### config.mk
export PLATFORM = sky130hd
export DESIGN_NAME = branch_redirect_ctrl
export DESIGN_NICKNAME = d
export VERILOG_FILES = /design/src/rtl/branch_redirect_ctrl_pkg.sv /design/src/rtl/branch_redirect_ctrl_cond_eval.sv /design/src/rtl/branch_redirect_ctrl.sv
export SDC_FILE = /design/constraint.sdc
export NUM_CORES = 1
export LEC_CHECK = 0
export BUFFER_PORTS_ARGS = -buffer_cell sky130_fd_sc_hd__buf_2
export CELL_PAD_IN_SITES_DETAIL_PLACEMENT = 1
export CELL_PAD_IN_SITES_GLOBAL_PLACEMENT = 2
export CORE_MARGIN = 4
export CORE_UTILIZATION = 19
export CTS_CLUSTER_SIZE = 30
export DETAILED_ROUTE_END_ITERATION = 10
export PLACE_DENSITY_LB_ADDON = 0.1
export SLEW_MARGIN = 15
export SYNTH_ARGS = -nofsm -noshare
export SYNTH_HDL_FRONTEND = slang
export SYNTH_SLANG_ARGS = --single-unit
### constraint.sdc
create_clock -name clk -period 1.95 [get_ports clk]
set_input_delay 0.195 -clock clk [delete_from_list [all_inputs] [get_ports clk]]
set_output_delay 0.195 -clock clk [all_outputs]
set_load 0.03 [all_outputs]
### src/rtl/branch_redirect_ctrl_pkg.sv
// Shared types and constants for the branch redirect controller and the
// branch condition evaluator.
package branch_redirect_ctrl_pkg;

    typedef logic [2:0] BranchType;

    localparam BranchType BRANCH_CODE_BEQ = 3'd0;
    localparam BranchType BRANCH_CODE_BNE = 3'd1;
    localparam BranchType BRANCH_CODE_BGE = 3'd2;
    localparam BranchType BRANCH_CODE_BGT = 3'd3;
    localparam BranchType BRANCH_CODE_BLE = 3'd4;
    localparam BranchType BRANCH_CODE_BLT = 3'd5;

    typedef enum logic [1:0] {
        ST_IDLE   = 2'd0,
        ST_WAITDS = 2'd1,
        ST_REDIR  = 2'd2
    } StateType;

endpackage

### src/rtl/branch_redirect_ctrl_cond_eval.sv
// Combinational branch condition evaluator. Zero comparisons treat opA as
// signed; unknown codes resolve to not-taken.
module branch_cond_eval
    import branch_redirect_ctrl_pkg::*;
#(
    parameter int PC_W = 32
) (
    input  BranchType        branchCode,
    input  logic [PC_W-1:0]  opA,
    input  logic [PC_W-1:0]  opB,
    output logic             taken
);

    logic aNeg;
    logic aZero;

    assign aNeg  = opA[PC_W-1];
    assign aZero = (opA == '0);

    // Decode the branch code into a taken decision.
    always_comb begin
        taken = 1'b0;
        case (branchCode)
            BRANCH_CODE_BEQ: taken = (opA == opB);
            BRANCH_CODE_BNE: taken = (opA != opB);
            BRANCH_CODE_BGE: taken = !aNeg;
            BRANCH_CODE_BGT: taken = !aNeg && !aZero;
            BRANCH_CODE_BLE: taken = aNeg || aZero;
            BRANCH_CODE_BLT: taken = aNeg;
            default:         taken = 1'b0;
        endcase
    end

endmodule

### src/rtl/branch_redirect_ctrl.sv
// Branch/exception redirect sequencer between EXE/MEM and PC/IF control.
// Optional statistics counters are enabled with the BRANCH_STAT_EN macro.
//
// state     | meaning
// ----------+------------------------------------------------------------
// ST_IDLE   | no redirect pending; taken branches are accepted
// ST_WAITDS | branch taken, waiting for the delay slot to reach ID
// ST_REDIR  | redirect held to PC until accepted; IF is flushed
module branch_redirect_ctrl
    import branch_redirect_ctrl_pkg::*;
#(
    parameter int PC_W = 32
) (
    input  logic             clk,
    input  logic             resetn,
    input  logic             exe_valid,
    input  logic             exe_is_branch,
    input  BranchType        exe_branch_code,
    input  logic [PC_W-1:0]  exe_opa,
    input  logic [PC_W-1:0]  exe_opb,
    input  logic [PC_W-1:0]  exe_target,
    input  logic             exe_stall,
    input  logic             id_valid,
    input  logic             exc_valid,
    input  logic [PC_W-1:0]  exc_target,
    output logic             redir_valid,
    output logic [PC_W-1:0]  redir_pc,
    input  logic             redir_ready,
    output logic             flush_if,
    output logic             flush_all,
`ifdef BRANCH_STAT_EN
    output logic [31:0]      stat_branch_cnt,
    output logic [31:0]      stat_taken_cnt,
`endif
    output logic             busy
);

    StateType        state;
    StateType        stateNext;
    logic [PC_W-1:0] target;
    logic [PC_W-1:0] targetNext;
    logic            taken;
    logic            branchSeen;
    logic            fire;

    branch_cond_eval #(.PC_W(PC_W)) uCondEval (
        .branchCode (exe_branch_code),
        .opA        (exe_opa),
        .opB        (exe_opb),
        .taken      (taken)
    );

    assign branchSeen = (state == ST_IDLE) && exe_valid && exe_is_branch && !exe_stall;
    assign fire       = branchSeen && taken;

    // State and redirect target registers.
    always_ff @(posedge clk) begin
        if (!resetn) begin
            state  <= ST_IDLE;
            target <= '0;
        end else begin
            state  <= stateNext;
            target <= targetNext;
        end
    end

    // Next state; an exception overrides everything, including a same-cycle
    // redirect handshake, so the exception vector is never lost.
    always_comb begin
        stateNext  = state;
        targetNext = target;
        if (exc_valid) begin
            stateNext  = ST_REDIR;
            targetNext = exc_target;
        end else begin
            case (state)
                ST_IDLE: begin
                    if (fire) begin
                        targetNext = exe_target;
                        stateNext  = id_valid ? ST_REDIR : ST_WAITDS;
                    end
                end
                ST_WAITDS: begin
                    if (id_valid) stateNext = ST_REDIR;
                end
                ST_REDIR: begin
                    if (redir_ready) stateNext = ST_IDLE;
                end
                default: stateNext = ST_IDLE;
            endcase
        end
    end

    // Moore outputs from registered state; flush_all is the only bypass.
    always_comb begin
        redir_valid = (state == ST_REDIR);
        flush_if    = (state == ST_REDIR);
        busy        = (state != ST_IDLE);
        redir_pc    = target;
        flush_all   = exc_valid;
    end

`ifdef BRANCH_STAT_EN
    // Branch and taken-branch counters, wrapping naturally at 2^32.
    always_ff @(posedge clk) begin
        if (!resetn) begin
            stat_branch_cnt <= '0;
            stat_taken_cnt  <= '0;
        end else begin
            if (branchSeen) stat_branch_cnt <= stat_branch_cnt + 32'd1;
            if (fire)       stat_taken_cnt  <= stat_taken_cnt + 32'd1;
        end
    end
`endif

endmodule

Yosys cells after proc, flatten, opt, wreduce, memory -nomap -nowiden
Index checks and enable logic that the tools add are counted.
{ "classes": {"n_eq_ne": 15, "mux": 10, "bitwise_logic": 1, "n_reduce_logical": 19} }
{ "ops": {"columns": ["op", "count"], "rows": [
  ["$mux W32", 3],
  ["$eq A32 B32 Y1", 1],
  ["$logic_not A32 Y1", 1],
  ["$ne A32 B32 Y1", 1],
  ["$mux W2", 5],
  ["$ne A3 B3 Y1 const B", 3],
  ["$eq A3 B2 Y1 const B", 2],
  ["$eq A3 B3 Y1 const B", 2],
  ["$ne A2 B2 Y1 const B", 3],
  ["$pmux W1 S6", 1],
  ["$pmux W2 S3", 1],
  ["$reduce_and A3 Y1", 2],
  ["$reduce_bool A2 Y1", 3],
  ["$logic_and A1 B1 Y1", 5],
  ["$eq A3 B1 Y1 const B", 1],
  ["$logic_not A1 Y1", 3],
  ["$logic_not A3 Y1", 1],
  ["$eq A2 B1 Y1 const B", 1],
  ["$eq A2 B2 Y1 const B", 1],
  ["$logic_not A2 Y1", 1],
  ["$reduce_and A2 Y1", 1],
  ["$reduce_or A2 Y1", 1],
  ["$logic_or A1 B1 Y1", 1],
  ["$not A1 Y1", 1]
]} }
{ "totals": {"ff_bits": 34, "out_inout_bits": 36, "word_cells": 48} }

Depth between registers and ports, before layout
Gate-level depths: netlist of run 1.
{ "logic_depth": {"word_depth": 8, "depth_mapped": 9} }

Modules after synthesis
From an unflattened synthesis of run 1, not the netlist that was laid out.
{ "unflattened": {"cells_unflattened": 265, "hier_area_um2": 2120.8} }
{ "modules_own_cells": {"columns": ["mod", "n_inst", "cells_per_inst", "area_each_um2", "seq_area_each_um2"], "rows": [
  ["branch_redirect_ctrl", 1, 203, 1622.8, 680.7],
  ["branch_cond_eval", 1, 62, 498.0, 0.0]
]} }

Worst setup path before layout of run 1
No wires, ideal clock.
{ "synth_timing": {"kind": "reg-to-reg", "from": "register state[1]", "to": "register target[0], in the netlist redir_pc[0]", "t_arrival_ps": 1825, "required_time_ps": 1819, "setup_slack_ps": -5, "path_stages_with_launch": 9, "period_less_slack_ps": 1955, "path_cell_list": "dfxtp_1 > a211oi_1 > nand4b_1 > or4_1 > o31ai_4 > or2_1 > buf_6 > buf_12 > a211oi_2"} }
{ "synth_via": {"elab_chain_cells": 7, "elab_cells_between_ends": 8, "cone_classes": "reduce/logical: 8"} }
{ "synth_lines": {"columns": ["item", "line", "source"], "rows": [
  ["from (decl)", "branch_redirect_ctrl.sv:38", "StateType state;"],
  ["from (signal assigned)", "branch_redirect_ctrl.sv:62", "state <= stateNext;"],
  ["$logic_not A2 Y1 *", "branch_redirect_ctrl.sv:53, branch_redirect_ctrl.sv:76", null],
  ["$logic_and A1 B1 Y1 (3 in series)", "branch_redirect_ctrl.sv:53", "assign branchSeen = (state == ST_IDLE) && exe_valid && exe_is_branch && !exe_stall;"],
  ["$logic_and A1 B1 Y1", "branch_redirect_ctrl.sv:54", "assign fire = branchSeen && taken;"],
  ["$reduce_bool A2 Y1 (no line)", null, null],
  ["$reduce_and A2 Y1 (no line) *", null, null],
  ["to (signal assigned)", "branch_redirect_ctrl.sv:63", "target <= targetNext;"],
  ["to (decl)", "branch_redirect_ctrl.sv:40", "logic [PC_W-1:0] target;"]
]} }
Mark *: on every way between the ends. The rest lies on a longest branch, timed or not.
A chain may end at the register's enable or synchronous reset.

Worst setup path after layout of run 1
{ "layout_timing": {"from": "register state[1]", "to": "register target[22], in the netlist redir_pc[22]"} }
Same word-level chain as after synthesis.

==> results.md, run 1 <==
- Outcome: finished with violations
- Violated checks: setup timing
- Clock slew at reported path FFs: about 50 ps
- Residual DRC: 0
- Cell chain of the critical path: a211oi_2 -> nand4b_1 -> or4_4 -> o31ai_4 -> or2_4 -> buf_12 -> clkbuf_16 -> a211oi_2
- Top cells by count, synth: nor4_1, o21ai_0, dfxtp_1, nor2_1, xor2_1
- Post-CTS Hold Buffers: 0
- Nets: 589
- Met2 wire len: around 4900 microns
- Final Max Slew Viols: 0
- Crit path DAT: 2160 ps
- H-tree depth: 2
- Synth Flop Type: dfxtp_1
- Buf/Inv on CP: 2
- Most frequent CP cell: a211oi_2
- Peak supply drop: roughly 0.33 mV
- DR pass1 iterations: 4
- Metal-1 WL: roughly 4300 microns
- Final GP Congestion: slightly below 0.8
- Final setup TNS: -792.8 ps
- Tightest Hold Check Type: in2reg
- DR vias/cell: about 4.6
- Ys async rst share: 0%
- Length of routed met3 wiring: 980 microns
- Clk sink count: 34
- R2R cell count: 8
- Main area contributors after synthesis: dfxtp_1, a211oi_2, xor2_1, nor4_1, o21ai_0
- Final WS setup: -65.19 ps
- CP top delay family: simple AND/OR/NAND/NOR gates
- Initial Utilization: 19.34%
- Vias in the first global route: 3247
- Combinational fraction of design power: 29.0%
- Seq cells post-synth: 34
- DR WL/cell: approximately 17 microns
- CP Depth: 8
- Initial DRC count: 113
- Max stage delay on crit path: approximately 460 ps
- CP Max Fanout: 6
- Proportion of netlist area held by the largest area contributor: between 20% and 30%
- Rows: 40
- Port bufs: around 170
- Crit path launch type: register
- Clock root buffer master: clkbuf_16
- Power Total: 2.235 mW
- Final instance area: 0.003749 sq mm
- Global-route wire length before repair: roughly 17000 microns
- Synth area leader: dfxtp_1
- Part of the cycle the worst path needs: 103.3%
- Cts bufs inserted: 5
- Clock Power Share: 36.4%
- Synth Instances: 263
- Die ar.: 0.01406 sq mm
- Clk Latency, worst-skew pair: 270 ps
- Grt total ovfl: 0
- Sw frac: about a third
- Antenna Violating Nets Remaining: 0
- Boundary Pins: 175
- Fmax: around 500 MHz
- Mapped Area: approximately 0.0023 sq mm
- Die height: 118.6 microns
- Slew headroom: 56.56%
- CTS tree: done
- Largest net degree at the start of global routing: 39
- # diodes: 0
- Core box area: roughly 0.012 sq mm
- Worst EP required: 2100 ps
- Synth Warn #: 0
- Final setup violating endpoints: 26
- Pwr/cell area: 596.1 mW/mm^2
- Least-Margin Pin Slew: between 600 and 700 ps
- Placed Area: around 0.0035 sq mm
- Max Cap Violations: 0
- Dpl cells: 585
- Clk_skew: about 4.8 ps
- Crit. End Element: register
- Fraction of layout cells with a size suffix above 1: 58.09%
- Minimum clock period: 2015 ps
- Mean Syn Cell Area: a little under 9 sq um
- Maximum root-to-sink buffer count: 2
- Top Layer Used: met4
- Hold Vio Cnt, Final: 0
- Final Non-Filler Cells: 598
- Leakage: 1.654 nW
- DIE WIDTH: around 120 microns
- Layout area overhead: 61.34%
- Unrepaired setup endpoints after global routing: true
- Flop pwr share: 34.6%
- Hold Crit Depth: 3
- Vias: 2762
- Internal Power: 1.531 mW
- FILL cells: 1473
- Post-Syn Nets: 402
- Top-count cell post-synth: nor4_1
- All-Layer GR Usage: 14.54%
- Antenna violations before repair: 0
- Register area share after synthesis: 29.29%
- WS Path Type: reg2reg
- HPWL after detailed placement: between 8000 and 9000 microns
- Worst path slowest cell: or4_4
- Unique masters post-synth: 28
- Routed wire length: slightly above 10000 microns
- Psw: 0.7031 mW
- Post-synth EDFFs: 0
[layout by cell type, fill, tap and decap left out, types with 2 or more instances in the layout]
cell,netlist,layout
nand4_1,3,3
a211oi_2,30,32
buf_2,3,174
inv_1,2,2
clkbuf_16,0,6
o21ai_0,35,35
nor4_2,6,7
dfxtp_1,34,33
buf_12,3,6
buf_4,2,24
nor2_1,33,33
nor2b_1,3,3
xor2_1,32,32
nor4_1,44,42
[cell families after synthesis]
family / count (synthesis) / share of synthesized area [%]
AND/OR/NAND/NOR: 98 / 24.83
AO/OA/AOI/OAI: 72 / 26.55
flip-flops: 34 / 29.29
XOR/XNOR: 32 / 12.06
buffers and inverters: 27 / 7.270
[worst paths after layout]
| path | start | end | slack [ps] |
|---|---|---|---|
| max | state[1]$_SDFFE_PN0P_ | redir_pc[22]$_SDFFE_PN0P_ | -70 |
| min | id_valid | state[0]$_SDFFE_PP0P_ | 190 |
| max reg2reg | state[1]$_SDFFE_PN0P_ | redir_pc[22]$_SDFFE_PN0P_ | -70 |
| min reg2reg | state[1]$_SDFFE_PN0P_ | state[0]$_SDFFE_PP0P_ | 540 |
[sequential cells by signal, indices dropped and copies added (netlist names)]
register,cells
redir_pc,32
state,2
[metrics by stage]
stage | worst slack [ps] | util (%) | hold WS (ps)
6_report | -65.19 | 31.21 | 193.3
5_1_grt | -230.0 | 31.21 | 197.6
4_1_cts | -80.32 | 31.24 | 191.4
3_5_place_dp | -445.3 | 28.74 | 481.4
3_3_place_gp | -378.0 | 28.74 | 470.4
2_1_floorplan | 11.35 | - | 327.6
[power by group through the flow]
stage | clock (mW) | combinational, mW | sequential (mW)
2_1_floorplan | 0 | 0.253 | 0.881
3_3_place_gp | 0 | 0.636 | 0.787
3_5_place_dp | 0 | 0.641 | 0.789
4_1_cts | 0.844 | 0.656 | 0.775
5_1_grt | 0.872 | 0.714 | 0.780
6_report | 0.814 | 0.648 | 0.773
[worst register-to-register path, delay by kind of cell (launching register included)]
family | cells | cell delay (ps)
AOI/OAI and AO/OA | 3 | 480
buffers and inverters | 2 | 270
DFF | 1 | 330
and+or+nand+nor | 3 | 810
[routing by layer]
| layer | GRT usage, % | up-vias |
|---|---|---|
| li1 | - | 1368 |
| met1 | 17.48 | 1281 |
| met2 | 24.16 | 107 |
| met3 | 6.124 | 6 |
| met4 | 3.259 | 0 |
| met5 | 0 | - |
[repair_timing]
action,4_1_cts,5_1_grt
pin swaps,0,1
endpoints found under the setup margin,33,34
gates resized for setup,14,2
buffers inserted,5,0
hold endpoints to repair,0,0
gates cloned,1,1
[layout make-up]
cell class	count	area (sq um)	share of cell area, %
clock buffers	6	138.9	3.705
clock inverters	2	12.51	0.3338
inverters	2	7.507	0.2003
multi-input cells	202	1528	40.75
flip-flops and latches	34	681.9	18.19
well taps	147	183.9	4.907
repair buffers	205	1196	31.91
Note: power is estimated with default switching activity, not from simulation.
==> run 2: changes to the inputs <==
--- a/config.mk
+++ b/config.mk
@@ -5,15 +5,17 @@
 export SDC_FILE = /design/constraint.sdc
 export NUM_CORES = 1
 export LEC_CHECK = 0
+export ABC_CLOCK_PERIOD_IN_PS = 1950
 export BUFFER_PORTS_ARGS = -buffer_cell sky130_fd_sc_hd__buf_2
 export CELL_PAD_IN_SITES_DETAIL_PLACEMENT = 1
 export CELL_PAD_IN_SITES_GLOBAL_PLACEMENT = 2
 export CORE_MARGIN = 4
-export CORE_UTILIZATION = 19
+export CORE_UTILIZATION = 17
 export CTS_CLUSTER_SIZE = 30
 export DETAILED_ROUTE_END_ITERATION = 10
 export PLACE_DENSITY_LB_ADDON = 0.1
 export SLEW_MARGIN = 15
 export SYNTH_ARGS = -nofsm -noshare
 export SYNTH_HDL_FRONTEND = slang
+export SYNTH_HIERARCHICAL = 1
 export SYNTH_SLANG_ARGS = --single-unit
==> run 2 against run 1 <==
Net effect:
- the flow still finishes with violations (setup timing)
- clock-buffer cell count shrank 1
- register-to-register slack gained 500 ps
- final cell count grew 2.3%
- die area grew 1.9%
- clock power grew 30%
- non-clock buffer count shrank 9
- total power grew 12%
- critical path type is now in2reg
- critical endpoint is now state[1]$_SDFFE_PN0P_
- largest power group unchanged
- highest routed layer is now met5
==> results.md, run 2 <==
- Mapped Area: 0.002121 sq mm (-8.7%)
- Mean Syn Cell Area: 8.003 sq um (-9.4%)
- Final Non-Filler Cells: 612 (+2.3%)
- Most frequent CP cell: buf_6
- Antenna Violating Nets Remaining: 0 (unchanged)
- Main area contributors after synthesis: dfxtp_1, xor2_1, a31oi_1, a21oi_1, o21ai_1
- Initial Utilization: 17.51% (-1.8 points)
- Fmax: 455.4 MHz (-8.2%)
- Leakage: 1.604 nW (-3.0%)
- Register area share after synthesis: 32.09% (+2.8 points)
- Dpl cells: 599 (+2.4%)
- Synth Warn #: 6 (+6)
- Global-route wire length before repair: 15840 microns (-5.0%)
- Peak supply drop: 0.2564 mV (-22%)
- Worst path slowest cell: or4b_4
- Least-Margin Pin Slew: 618.2 ps (-33.41 ps)
- All-Layer GR Usage: 13.78% (-0.76 points)
- Cts bufs inserted: 5 (unchanged)
- Max FFs per register: 32 (unchanged)
- Clk_skew: 9.200 ps (+4.428 ps)
- Largest net degree at the start of global routing: 35 (-10%)
- Maximum root-to-sink buffer count: 2 (unchanged)
- Proportion of netlist area held by the largest area contributor: 32.09% (+2.8 points)
- Boundary Pins: 175 (unchanged)
- # diodes: 0 (unchanged)
- Crit path DAT: 2420 ps (+260 ps)
- Rows: 40 (unchanged)
- Antenna violations before repair: 1 (+1)
- Hold Vio Cnt, Final: 0 (unchanged)
- Residual DRC: 0 (unchanged)
- Synth Instances: 265 (+0.76%)
- Outcome: finished with violations
- Clock root buffer master: clkbuf_16
- Final GP Congestion: 0.7276 (-8.0%)
- Violated checks: setup timing
- Minimum clock period: 2196 ps (+180.4 ps)
- Most frequent cells in the layout: buf_2, o21ai_1, dfxtp_1
- Vias: 2743 (-0.69%)
- Fraction of layout cells with a size suffix above 1: 51.13% (-7.0 points)
- Pwr/cell area: 698.0 mW/mm^2 (+17%)
- DR pass1 iterations: 4 (unchanged)
- Seq cells post-synth: 34 (unchanged)
- Final setup violating endpoints: 34 (+31%)
- Crit path launch type: input pin
- DP Worst Slack: -741.3 ps (-296.0 ps)
- Top-count cell post-synth: dfxtp_1
- Worst EP required: 2180 ps (+80 ps)
- Routed wire length: 10290 microns (-0.43%)
- Die ar.: 0.01433 sq mm (+1.9%)
- Final Max Slew Viols: 0 (unchanged)
- Top cells by count, synth: dfxtp_1, a21oi_1, o21ai_1, a31oi_1, xor2_1
- DR vias/cell: 4.482 (-3.0%)
- Unrepaired setup endpoints after global routing: true
- Synth area leader: dfxtp_1
- Power Total: 2.493 mW (+12%)
- Port bufs: 174 (unchanged)
- Worst Hold Slack: 117.0 ps (-76.25 ps)
- Post-Syn Nets: 404 (+0.50%)
- CTS tree: done
- Part of the cycle the worst path needs: 112.6% (+9.3 points)
- Final WS setup: -245.6 ps (-180.4 ps)
- Tightest Hold Check Type: in2reg
- WS Path Type: in2reg
- Synth Flop Type: dfxtp_1
- HPWL after detailed placement: 7726 microns (-3.9%)
- DR WL/cell: 16.82 microns (-2.7%)
- Core box area: 0.01211 sq mm (+0.83%)
- Clock slew at reported path FFs: 60 ps (about the same)
- Flop2flop setup slack: 430 ps (+500 ps)
- Ys async rst share: 0% (unchanged)
- Nets: 582 (-1.2%)
- Clk sink count: 34 (unchanged)
- Unique masters post-synth: 33 (+18%)
- H-tree depth: 2 (unchanged)
- Cell chain of the critical path: buf_6 -> xor2_1 -> nor4_1 -> buf_4 -> nand4_1 -> nor2_2 -> xnor2_1 -> o31ai_2 -> or4b_4 -> buf_6 -> nor4_2 -> o31a_1
- DIE WIDTH: 119.7 microns (+0.93%)
- Clk Latency, worst-skew pair: 280 ps (about the same)
- Vias in the first global route: 3058 (-5.8%)
- Commonest non-fill, non-tap cell in the layout: buf_2
- Die height: 119.7 microns (+0.93%)
- Crit. End Element: register
- Slew headroom: 58.79% (+2.2 points)
- Initial DRC count: 84 (-26%)
- Grt total ovfl: 0 (unchanged)
- Layout area overhead: 68.44%
- Max Cap Violations: 0 (unchanged)
- Max stage delay on crit path: 540 ps (+80 ps)
- Post-synth EDFFs: 0 (unchanged)
- CP Max Fanout: 10 (+4)
-- run 2: cell count changes after synthesis, moves of 3 or more --
cell	delta
nor2_1	-31
nor4_2	-3
nor4_1	-29
a211oi_2	-30
buf_12	-3
a211oi_1	-3
a21oi_1	+32
nand2_1	+3
a31oi_1	+32
o21ai_1	+33
o21ai_0	-7
-- run 2: critical path: cells and delay by family --
family / cells / cell delay (ps)
and+or+nand+nor: 5 / 1210
xor gates and xnor gates: 2 / 220
buffers and inverters: 3 / 420
AOI/OAI and AO/OA: 2 / 360
-- run 2: metrics by stage --
step / area, sq um / setup TNS, ps / util, %
finish: 3572 / -7309 / 29.49
global route: 3572 / -14170 / 29.49
CTS: 3532 / -8396 / 29.16
detailed placement: 3221 / -22860 / 26.59
global placement: 3221 / -23170 / 26.59
floorplan: 2127 / -3388 / -
-- run 2: area by class of cell --
class                           count  area (sq um)
Inverter                            3         11.26
Fill cell                        1504          8539
Clock inverter                      3         68.82
Tap cell                          168         210.2
Sequential cell                    34         680.7
Multi-Input combinational cell    203          1369
Timing Repair Buffer              196          1107
Clock buffer                        5         125.1
-- run 2: worst paths after layout --
| path | startpoint | cells after the start | endpoint |
|---|---|---|---|
| max reg2reg | state[1]$_SDFFE_PN0P_ | 4 | state[1]$_SDFFE_PN0P_ |
| min reg2reg | redir_pc[18]$_SDFFE_PN0P_ | 2 | redir_pc[18]$_SDFFE_PN0P_ |
| max | exe_opa[12] | 12 | state[1]$_SDFFE_PN0P_ |
| min | id_valid | 2 | state[0]$_SDFFE_PP0P_ |
-- run 2: kinds of logic after synthesis --
group / count (synthesis) / share of synthesized area [%]
AOI/OAI and AO/OA: 133 / 34.69
DFF: 34 / 32.09
buffers and inverters: 28 / 6.548
and+or+nand+nor: 37 / 12.68
xor gates and xnor gates: 33 / 13.98
-- run 2: report_power, final --
part | switching [mW] | total (mW) | internal, mW | leakage, nW
logic | 0.381 | 0.658 | 0.277 | 1.23
registers | 0.0273 | 0.772 | 0.744 | 0.283
clock network | 0.328 | 1.06 | 0.735 | 0.0940
-- run 2: routing by layer --
layer  vias to the layer above  wire length, microns  global-route usage [%]
li1                       1359                     -                       -
met1                      1271                  4193                   16.01
met2                       107                  5053                   24.26
met3                         4                   979                   5.419
met4                         2                    57                   2.362
met5                         -                     7                       0
-- run 2: repair_timing --
item / CTS / global route
pin swaps: 3 / 8
gates resized for setup: 20 / 4
gates cloned: 1 / 1
hold buffers: 0 / 0
endpoints found under the setup margin: 34 / 34
hold endpoints to repair: 0 / 0
buffers inserted: 3 / 0
==> run 3: changes to the inputs <==
--- a/config.mk
+++ b/config.mk
@@ -9,11 +9,10 @@
 export BUFFER_PORTS_ARGS = -buffer_cell sky130_fd_sc_hd__buf_2
 export CELL_PAD_IN_SITES_DETAIL_PLACEMENT = 1
 export CELL_PAD_IN_SITES_GLOBAL_PLACEMENT = 2
-export CORE_MARGIN = 4
 export CORE_UTILIZATION = 17
 export CTS_CLUSTER_SIZE = 30
 export DETAILED_ROUTE_END_ITERATION = 10
-export PLACE_DENSITY_LB_ADDON = 0.1
+export PLACE_DENSITY = 0.75
 export SLEW_MARGIN = 15
 export SYNTH_ARGS = -nofsm -noshare
 export SYNTH_HDL_FRONTEND = slang
==> run 3 against run 2 <==
Net effect:
- the flow still finishes with violations (setup timing)
- clock-buffer cell count increased by 1
- non-clock buffer count fell by 1
- final cell count decreased by 0.16%
- sequential cell count stayed put
- clock power fell by 22%
- clock skew shrank 6.8 ps
- maximum frequency shrank 1.6%
- critical path type unchanged
- highest routed layer is now met4
==> results.md, run 3 (synthesis gave the netlist of run 2 again) <==
- HPWL after detailed placement: 7193 microns (-6.9%)
- CP top delay family: buffers and inverters
- Cell chain of the critical path: buf_6 -> nor4_4 -> buf_4 -> nand4_1 -> nor2_2 -> buf_4 -> buf_4 -> nor3_1 -> nor3_2 -> o31ai_2 -> buf_4 -> buf_4 -> nor4b_4 -> buf_4 -> buf_8 -> a31oi_1 -> a21oi_1
- Clk sink count: 34 (unchanged)
- Final Non-Filler Cells: 611 (-0.16%)
- Clk_skew: 2.373 ps (-6.827 ps)
- Routed wire length: 9640 microns (-6.3%)
- H-tree depth: 2 (unchanged)
- Port bufs: 174 (unchanged)
- Largest net degree at the start of global routing: 35 (unchanged)
- Outcome: finished with violations
- CTS tree: done
- Crit. End Element: register
- Final WS setup: -282.0 ps (-36.37 ps)
- WS Path Type: in2reg
- Leakage: 1.593 nW (-0.69%)
- Clk Latency, worst-skew pair: 280 ps (about the same)
- Post-CTS Hold Buffers: 0 (unchanged)
- DR vias/cell: 4.509 (+0.60%)
- Global-route wire length before repair: 15120 microns (-4.5%)
- Maximum root-to-sink buffer count: 2 (unchanged)
- Final setup violating endpoints: 34 (unchanged)
- Crit path DAT: 2400 ps (-20 ps)
- All-Layer GR Usage: 14.98% (+1.2 points)
- Vias: 2755 (+0.44%)
- Antenna violations before repair: 0 (-1)
- Slew headroom: 60.18% (+1.4 points)
- Residual DRC: 0 (unchanged)
- Minimum clock period: 2232 ps (+36.37 ps)
- Pwr/cell area: 630.3 mW/mm^2 (-9.7%)
- Rows: 40 (unchanged)
- Grt total ovfl: 0 (unchanged)
- CP Max Fanout: 16 (+6)
- Initial DRC count: 111 (+32%)
- Most frequent CP cell: buf_4
- Clock slew at reported path FFs: 60 ps (about the same)
- Violated checks: setup timing
- Dpl cells: 598 (-0.17%)
- FILL cells: 1466 (-2.5%)
- DP Worst Slack: -720.3 ps (+21.00 ps)
- Most frequent cells in the layout: buf_2, dfxtp_1, a21oi_1
- Layout area overhead: 70.32%
- Core box area: 0.01206 sq mm (-0.41%)
- Final Max Slew Viols: 0 (unchanged)
- Die ar.: 0.01293 sq mm (-9.8%)
- Least-Margin Pin Slew: 597.3 ps (-20.84 ps)
- Commonest non-fill, non-tap cell in the layout: buf_2
- Part of the cycle the worst path needs: 114.5% (+1.9 points)
- DR WL/cell: 15.78 microns (-6.2%)
- Vias in the first global route: 2954 (-3.4%)
- Buf/Inv on CP: 8 (+5)
- Boundary Pins: 175 (unchanged)
- Antenna Violating Nets Remaining: 0 (unchanged)
- Final GP Congestion: 0.7868 (+8.1%)
- Peak supply drop: 0.2506 mV (-2.3%)
- Cts bufs inserted: 5 (unchanged)
- # diodes: 0 (unchanged)
- Worst EP required: 2120 ps (-60 ps)
- Fraction of layout cells with a size suffix above 1: 53.27% (+2.1 points)
- Max stage delay on crit path: 250 ps (-290 ps)
- DIE WIDTH: 113.7 microns (-5.0%)
- Unrepaired setup endpoints after global routing: true
- Tightest Hold Check Type: in2reg
- Initial Utilization: 17.58% (+0.073 points)
- Worst path slowest cell: nor4_4
- Max FFs per register: 32 (unchanged)
- Nets: 581 (-0.17%)
- Clock root buffer master: clkbuf_16
- Fmax: 448.0 MHz (-1.6%)
- Die height: 113.7 microns (-5.0%)
- DR pass1 iterations: 4 (unchanged)
- Max Cap Violations: 0 (unchanged)
- Crit path launch type: input pin
- Hold Vio Cnt, Final: 0 (unchanged)
## run 3: cell types whose count changed in the layout (fill, tap and decap cells not counted), moves of 3 or more
cell / previous run / this run
buf_4: 15 / 18
nor4_2: 7 / 10
buf_2: 171 / 165
nor4_4: 0 / 3
o21ai_2: 4 / 8
o21ai_1: 34 / 30
nor4_1: 11 / 5
## run 3: worst paths after layout
path | startpoint | endpoint | depth (start not counted) | slack, ps
worst max register to register | state[1]$_SDFFE_PN0P_ | redir_pc[16]$_SDFFE_PN0P_ | 4 | 420
worst min-delay path | id_valid | state[0]$_SDFFE_PP0P_ | 2 | 140
worst max-delay path | exe_opa[16] | redir_pc[8]$_SDFFE_PN0P_ | 17 | -280
worst min register to register | redir_pc[22]$_SDFFE_PN0P_ | redir_pc[22]$_SDFFE_PN0P_ | 2 | 460
## run 3: worst register-to-register path, stage by stage (launching register included)
cell	delay, ps
dfxtp_1	380
or4b_4	620
buf_12	190
o21ai_1	140
a21oi_1	90
## run 3: per-layer routing
metal  share of wire, %  vias up  track usage, %
met4                1.6        0           4.035
met1                 44     1285           18.88
met5                  0        -               0
li1                   -     1351               -
met3                5.3       13           2.391
met2                 50      106           26.38
## run 3: repair_timing
item	4_1_cts	5_1_grt
endpoints found under the hold margin	0	0
buffers inserted	3	1
gates cloned	0	1
pin swaps	5	10
endpoints found under the setup margin	34	34
gates resized for setup	28	12
## run 3: cell type report
class	instances	area [sq um]	area share, %
multi-input combinational	203	1441	39.90
timing repair buffer	195	1117	30.93
clock inverter	2	12.51	0.3464
tap	168	210.2	5.819
inverter	3	11.26	0.3117
sequential	34	680.7	18.84
clock buffer	6	138.9	3.845
## run 3: per-stage QoR
stage | hold slack, ps | utilization (%) | power, mW | setup TNS [ps] | area [sq um]
2_1_floorplan | 268.5 | - | 1.116 | -3388 | 2127
3_3_place_gp | 410.6 | 26.74 | 1.411 | -19700 | 3226
3_5_place_dp | 425.1 | 26.74 | 1.425 | -21820 | 3226
4_1_cts | 130.2 | 29.30 | 2.296 | -6743 | 3535
5_1_grt | 128.1 | 29.95 | 2.404 | -12740 | 3612
6_report | 137.9 | 29.95 | 2.277 | -8429 | 3612
## run 3: report_power, final
part / leakage [nW] / internal (mW) / switching [mW] / total (mW)
Combinational: 1.24 / 0.285 / 0.397 / 0.682
Sequential: 0.283 / 0.745 / 0.0279 / 0.772
Clock: 0.0729 / 0.506 / 0.316 / 0.822
